File: config.mk
export PLATFORM = sky130hd
export DESIGN_NAME = arb_out_buffer
export DESIGN_NICKNAME = d
export VERILOG_FILES = /design/src/rtl/arb_out_buffer.sv
export SDC_FILE = /design/constraint.sdc
export NUM_CORES = 1
export LEC_CHECK = 0
export CORE_MARGIN = 8
export CORE_UTILIZATION = 35
export DETAILED_ROUTE_END_ITERATION = 8
export SKIP_LAST_GASP = 1
export SLEW_MARGIN = 25
export SYNTH_ARGS = -nofsm -noshare
export SYNTH_HDL_FRONTEND = slang
export SYNTH_SLANG_ARGS = --single-unit
File: constraint.sdc
create_clock -name BUS_CLK -period 6 [get_ports BUS_CLK]
set_input_delay 1.2 -clock BUS_CLK [delete_from_list [all_inputs] [get_ports BUS_CLK]]
set_output_delay 1.2 -clock BUS_CLK [all_outputs]
set_load 0.005 [all_outputs]
File: src/rtl/arb_out_buffer.sv
// Elastic 32-bit buffer between the rrp_arbiter and the board FIFO write port,
// with optional heartbeat marker injection and DAQ word/overflow counters.
`timescale 1ns/1ps

module arb_out_buffer #(
    parameter int unsigned ADDR_WIDTH   = 5,
    parameter int unsigned READY_MARGIN = 4,
    parameter int unsigned HB_PERIOD    = 40_000_000,
    parameter logic [3:0]  HB_ID        = 4'b0110
) (
    input  logic                  BUS_CLK,
    input  logic                  BUS_RST,
    input  logic                  ARB_WRITE_OUT,
    input  logic [31:0]           ARB_DATA_OUT,
    output logic                  ARB_READY_OUT,
    input  logic                  FIFO_FULL,
    output logic                  FIFO_WRITE,
    output logic [31:0]           FIFO_DATA,
    input  logic                  HB_EN,
    output logic [ADDR_WIDTH:0]   FILL_LEVEL,
    output logic [31:0]           WORD_COUNT,
    output logic [15:0]           OVERFLOW_COUNT
);

    localparam int unsigned DEPTH = 2 ** ADDR_WIDTH;
    localparam int unsigned FW    = ADDR_WIDTH + 1;
    localparam int unsigned TW    = $clog2(HB_PERIOD);

    localparam logic [FW-1:0] FILL_FULL  = FW'(DEPTH);
    localparam logic [FW-1:0] READY_TH   = FW'(DEPTH - READY_MARGIN);
    localparam logic [TW-1:0] TIMER_LAST = TW'(HB_PERIOD - 1);

    typedef enum logic [1:0] {
        HB_IDLE,
        HB_COUNT,
        HB_PENDING
    } hb_state_t;

    hb_state_t hb_state, hb_state_next;

    logic [31:0]           mem [DEPTH];
    logic [ADDR_WIDTH-1:0] wr_ptr, rd_ptr;
    logic [FW-1:0]         fill, fill_next;
    logic [TW-1:0]         hb_timer;
    logic [27:0]           hb_seq;

    logic hb_pending, hb_emit, hb_wrap;
    logic push, pop, drop;

    // A pending heartbeat wins the output slot, so buffer pops wait behind it.
    always_comb begin
        hb_pending = (hb_state == HB_PENDING);
        hb_emit    = hb_pending && !FIFO_FULL;
        hb_wrap    = (hb_timer == TIMER_LAST);
        pop        = !FIFO_FULL && !hb_pending && (fill != '0);
        push       = ARB_WRITE_OUT && ((fill != FILL_FULL) || pop);
        drop       = ARB_WRITE_OUT && !push;
        fill_next  = fill;
        if (push && !pop)
            fill_next = fill + FW'(1);
        else if (!push && pop)
            fill_next = fill - FW'(1);
    end

    always_comb begin
        hb_state_next = hb_state;
        unique case (hb_state)
            HB_IDLE:    if (HB_EN) hb_state_next = HB_COUNT;
            HB_COUNT:   if (!HB_EN) hb_state_next = HB_IDLE;
                        else if (hb_wrap) hb_state_next = HB_PENDING;
            HB_PENDING: if (!HB_EN) hb_state_next = HB_IDLE;
                        else if (!FIFO_FULL) hb_state_next = HB_COUNT;
            default:    hb_state_next = HB_IDLE;
        endcase
    end

    always_ff @(posedge BUS_CLK or posedge BUS_RST) begin
        if (BUS_RST)
            hb_state <= HB_IDLE;
        else
            hb_state <= hb_state_next;
    end

    // The timer free-runs through PENDING; a wrap there merges into the pending marker.
    always_ff @(posedge BUS_CLK or posedge BUS_RST) begin
        if (BUS_RST) begin
            hb_timer <= '0;
            hb_seq   <= '0;
        end else begin
            if (hb_state == HB_IDLE || !HB_EN || hb_wrap)
                hb_timer <= '0;
            else
                hb_timer <= hb_timer + TW'(1);
            if (hb_emit)
                hb_seq <= hb_seq + 28'd1;
        end
    end

    always_ff @(posedge BUS_CLK) begin
        if (push)
            mem[wr_ptr] <= ARB_DATA_OUT;
    end

    always_ff @(posedge BUS_CLK or posedge BUS_RST) begin
        if (BUS_RST) begin
            wr_ptr         <= '0;
            rd_ptr         <= '0;
            fill           <= '0;
            ARB_READY_OUT  <= 1'b0;
            OVERFLOW_COUNT <= '0;
        end else begin
            if (push)
                wr_ptr <= wr_ptr + ADDR_WIDTH'(1);
            if (pop)
                rd_ptr <= rd_ptr + ADDR_WIDTH'(1);
            fill          <= fill_next;
            ARB_READY_OUT <= (fill_next < READY_TH);
            if (drop && (OVERFLOW_COUNT != '1))
                OVERFLOW_COUNT <= OVERFLOW_COUNT + 16'd1;
        end
    end

    always_ff @(posedge BUS_CLK or posedge BUS_RST) begin
        if (BUS_RST) begin
            FIFO_WRITE <= 1'b0;
            FIFO_DATA  <= '0;
            WORD_COUNT <= '0;
        end else begin
            FIFO_WRITE <= hb_emit || pop;
            if (hb_emit)
                FIFO_DATA <= {HB_ID, hb_seq};
            else if (pop)
                FIFO_DATA <= mem[rd_ptr];
            if (hb_emit || pop)
                WORD_COUNT <= WORD_COUNT + 32'd1;
        end
    end

    assign FILL_LEVEL = fill;

endmodule

# After elaboration in Yosys (flattened, before gate mapping)
# Memory sizes are Yosys's and may differ from the RTL's.
# Cells that the tools add are included.
dict set report totals {
  memories 1
  ramBits 1024
  output_inout_bits 88
  regBits 154
}
# memory words word_bits read_ports rd_clocked_by_memory_dff write_ports line
set mem_list {}
lappend mem_list {mem 32 32 1 0 1 41} ;# logic [31:0] mem [DEPTH];
dict set report classes {
  eq_ne 8
  reduce_logical 21
  magnitude_cmp 1
  muxes 13
  addsub 8
}
# cell count
set op_table {}
lappend op_table {{32-bit 2-to-1 mux} 2}
lappend op_table {{32-bit by 1-bit adder with 32-bit output, second input constant} 1}
lappend op_table {{28-bit by 1-bit adder with 28-bit output, second input constant} 1}
lappend op_table {{26-bit by 1-bit adder with 26-bit output, second input constant} 1}
lappend op_table {{26-bit equality test, second input constant} 1}
lappend op_table {{26-bit 2-to-1 mux} 1}
lappend op_table {{16-bit by 1-bit adder with 16-bit output, second input constant} 1}
lappend op_table {{16-bit inequality test, second input constant} 1}
lappend op_table {{6-bit 2-to-1 mux} 2}
lappend op_table {{5-bit by 1-bit adder with 5-bit output, second input constant} 2}
lappend op_table {{2-bit 2-to-1 mux} 5}
lappend op_table {{1-bit logical AND} 8}
lappend op_table {{6-bit by 1-bit adder with 6-bit output, second input constant} 1}
lappend op_table {{6-bit by 5-bit < comparator with 1-bit output, second input constant} 1}
lappend op_table {{3-bit inequality test, second input constant} 2}
lappend op_table {{6-bit inequality test, second input constant} 1}
lappend op_table {{2-bit one-hot mux with 3 select lines} 1}
lappend op_table {{6-bit nonzero test} 1}
lappend op_table {{6-bit by 1-bit subtractor with 6-bit output, second input constant} 1}
lappend op_table {{1-bit logical NOT} 5}
lappend op_table {{1-bit logical OR} 4}
lappend op_table {{3-bit AND reduction} 1}
lappend op_table {{2-bit by 1-bit equality test with 1-bit output, second input constant} 1}
lappend op_table {{2-bit equality test, second input constant} 1}
lappend op_table {{other kinds (4)} 5}

# Depth between registers and ports, before layout
dict set report logic_depth {
  ltp_word 11
  ltp_mapped 10
  mapped_depth_nobuf 8
}

# Least setup slack after synthesis
# OpenSTA, ideal clock, no wires.
dict set report synth_timing {
  path_kind {input to register}
  startpoint {in FIFO_FULL}
  endpoint {mem mem[31][0] (enable)}
  setup_time_ns 0.421
  t_arrival_ns 3.517
  cell_stages 7
  setup_slack_ns 2.062
  path_cell_list {buf_2 o211ai_1 and2_1 clkbuf_1 nand2_1 buf_2 nor2_1}
}
dict set report synth_between {
  elab_chain_len 7
}
# item line
set synth_lines {}
lappend synth_lines {{start: declaration} 16} ;# input logic FIFO_FULL,
lappend synth_lines {{1-bit logical NOT} -}
lappend synth_lines {{1-bit logical AND (2 in series)} 55} ;# pop = !FIFO_FULL && !hb_pending && (fill != '0);
lappend synth_lines {{1-bit logical OR} 56} ;# push = ARB_WRITE_OUT && ((fill != FILL_FULL) || pop);
lappend synth_lines {{1-bit logical AND} 56}
lappend synth_lines {{1-bit 2-to-1 mux} 100} ;# if (push)
lappend synth_lines {{1-bit 2-to-1 mux (implied by the code)} 101} ;# mem[wr_ptr] <= ARB_DATA_OUT;
lappend synth_lines {{end: declaration} 41}
# No other way between the ends.

# Final worst setup path
dict set report layout_timing {
  startpoint {in FIFO_FULL}
  endpoint {mem mem[12][2] (enable)}
}
# The elaborated chain is that of the path after synthesis.

==> results.yml <==
worst_setup_path:
  regToRegEndpoint: "FIFO_DATA[11]$_DFFE_PP0P_"
  rrSetupSlack_ns: 2.15
  worst_ep_required_time_ns: 6.43
  start_kind: "input pin"
  worst-path-max-fanout: 21
  r2r_cells: 5
  crit_type: "in -> reg"
  cp.arrival_ns: 4.43
  reg2reg_from: "rd_ptr[2]$_DFFE_PP0P_"
  endpoint_kind: "register"
global_routing:
  grt_pass1_wl_um: 176000
  grt_overflow_total: 0
  antenna_found_initial: 2
  grt_pass1_vias: 24400
  grt_use_total_pct: 16.8
  grt_max_degree: 112
clock_network:
  cts_sinks: 1178
  hold_buffers: 0
  cts_tree: "built"
  cts_resized: 0
  clkTransAtPathRegs_ns: 0.06
  cts-root-buf: "clkbuf_16"
  htreeDepth: 3
  post_cts_buffers: 0
  insertion_delay_ns: 0.75
  cts_buffer_depth: 3
  cts_buffers: 116
timing:
  hold_slack_ns: 0.483
  tns_ns: 0
  drv_slew: 0
  layout_setup_ws_ns: 2.00
  fin_skew_ns: 0.0597
  hold_violations: 0
  fmax_mhz: 250
  rsz0062_at_grt: "false"
  post-route-period-util_pct: 66.7
  tightestPinTransition_ns: 1.09
  post-route-min-period_ns: 4.00
  relSlewSlack_pct: 27.4
  setup_viol: 0
placed_design:
  gp_congestion: 0.808
  place_hpwl_um: 75600
  dp_slack_ns: 1.22
  portBuffers: 124
routing:
  vias: 24200
  drtIter0Drc: 2863
  ant_nets: 0
  drt-vias-per-instance: 5.42
  wl_um: 123000
  route.detailed.drc: 0
  firstDrtPassIters: 5
  wire_per_inst_um: 27.5
yosys:
  syn_area_um2: 46200
  synth_edf_count: 1024
  synth_fp_nets: 2496
  synthFlopType: "edfxtp_1"
  synth-seq-cells: 1178
  avgSynthCellArea_um2: 18.9
  yosysUniqueCellTypes: 61
  synth.yosys.seq_area_share_pct: 74.9
  ys_async_sr_fraction_pct: 13.1
  synthCells: 2447
  yosysWarnings: 0
final_layout:
  final_nets: 2669
  layout_commonest_cell: "edfxtp_1"
  final_cell_mix: "edfxtp_1 (1,024), mux4_2 (175), mux2i_1 (171)"
  fin_util_pct: 40.8
  drive_gt1_share_pct: 19.1
  syn2layout_area_growth_pct: 16.0
min_path:
  hold_end: "hb_timer[0]$_DFF_PP0_"
  hold_path_startpoint: "hb_timer[0]$_DFF_PP0_"
  whs_path_depth: 1
  hp-class: "reg -> reg"
floorplan:
  initial_utilization_pct: 35.2
  die_w_um: 379
  io_pins: 125
  rows: 133
  core_um2: 131000
  dieArea_um2: 144000
  die_height_um: 379
pwr:
  pwr-share-seq_pct: 42.7
  power_switching_share_pct: 32.2
  power_density_nw_per_um2: 445
  clock_power_share_pct: 29.8
  combPwrFrac_pct: 27.5
  p_leak_nw: 17.5
  total_power_mw: 23.9
  p_int_mw: 16.2
  max-vdd-ir-drop_v: 0.000412
  power_switching_mw: 7.69
run:
  maxCapViolCount: 0
status:
  status: "finished, final reports clean"
-- logic make-up after synthesis --
group,share of synthesized area (%)
AOI/OAI and AO/OA,5.04
xor gates and xnor gates,1.93
adders and majority gates,0.325
buffers and inverters,1.60
DFF,74.9
muxes,12.4
and+or+nand+nor,3.83
-- flip-flops by register name (all words and copies together), names as in the netlist --
signal,cells
mem,1024
rd_ptr,5
ARB_READY_OUT,1
wr_ptr,5
FIFO_WRITE,1
OVERFLOW_COUNT,16
hb_seq,28
hb_timer,26
WORD_COUNT,32
FIFO_DATA,32
FILL_LEVEL,6
hb_state,2
-- critical path, stage by stage --
cell and delay [ns]:
clkdlybuf4s50_1 0.59, o211ai_1 0.28, and2_1 0.51, nand2_1 0.65, nor2_4 0.84, buf_4 0.34
-- layout make-up --
| type | instances | area (µm²) |
|---|---|---|
| multi-input combinational | 1115 | 11100 |
| antenna | 1 | 2.50 |
| clock buffer | 145 | 3040 |
| tap | 1755 | 2200 |
| fill | 11500 | 77700 |
| inverter | 19 | 76.3 |
| sequential | 1178 | 34600 |
| timing repair buffer | 190 | 1840 |
| clock inverter | 64 | 657 |
-- worst max path at each step --
stage | startpoint | to | cells past startpoint
floorplan | BUS_RST | ARB_READY_OUT$_DFF_PP0_ | 1
global placement | FIFO_FULL | mem[22][9]$_DFFE_PP_ | 5
detailed placement | FIFO_FULL | mem[30][16]$_DFFE_PP_ | 5
CTS | FIFO_FULL | mem[30][25]$_DFFE_PP_ | 5
global route | FIFO_FULL | mem[12][2]$_DFFE_PP_ | 6
finish | FIFO_FULL | mem[12][2]$_DFFE_PP_ | 6
-- layer usage --
layer	GRT usage (%)	part of all wire [%]
met3	3.07	6.9
met2	28.4	50
met1	22.4	41
met5	0	0
met4	4.16	2.5
-- power by group through the flow --
stage | clock, mW | sequential, mW | combinational (mW)
after floorplan | 0 | 9.92 | 4.20
after CTS | 7.23 | 10.3 | 6.52
final | 7.11 | 10.2 | 6.56
after detailed placement | 0 | 10.4 | 6.50
after global routing | 7.54 | 10.3 | 6.93
after global placement | 0 | 10.4 | 6.40
-- synthesized netlist by cell type (all sizes together), types with 31 or more instances --
| cell | count | area, µm² |
|---|---|---|
| a211oi | 57 | 433 |
| edfxtp | 1024 | 30700 |
| o21ai | 38 | 190 |
| nand2 | 67 | 251 |
| dfrtp | 154 | 3850 |
| buf | 71 | 428 |
| clkbuf | 64 | 241 |
| a21oi | 37 | 189 |
| nand3 | 43 | 215 |
| nor2 | 115 | 432 |
| mux4 | 175 | 3940 |
| xnor2 | 69 | 604 |
| mux2i | 171 | 1710 |
| nor2b | 31 | 194 |
| xor2 | 33 | 289 |
-- per-stage QoR --
step | std cells | cell area, µm²
global route | 4466 | 53600
global placement | 4245 | 49600
finish | 4467 | 53600
CTS | 4456 | 53300
floorplan | 2447 | 46200
detailed placement | 4247 | 49600
(Power assumes the default switching activity.)
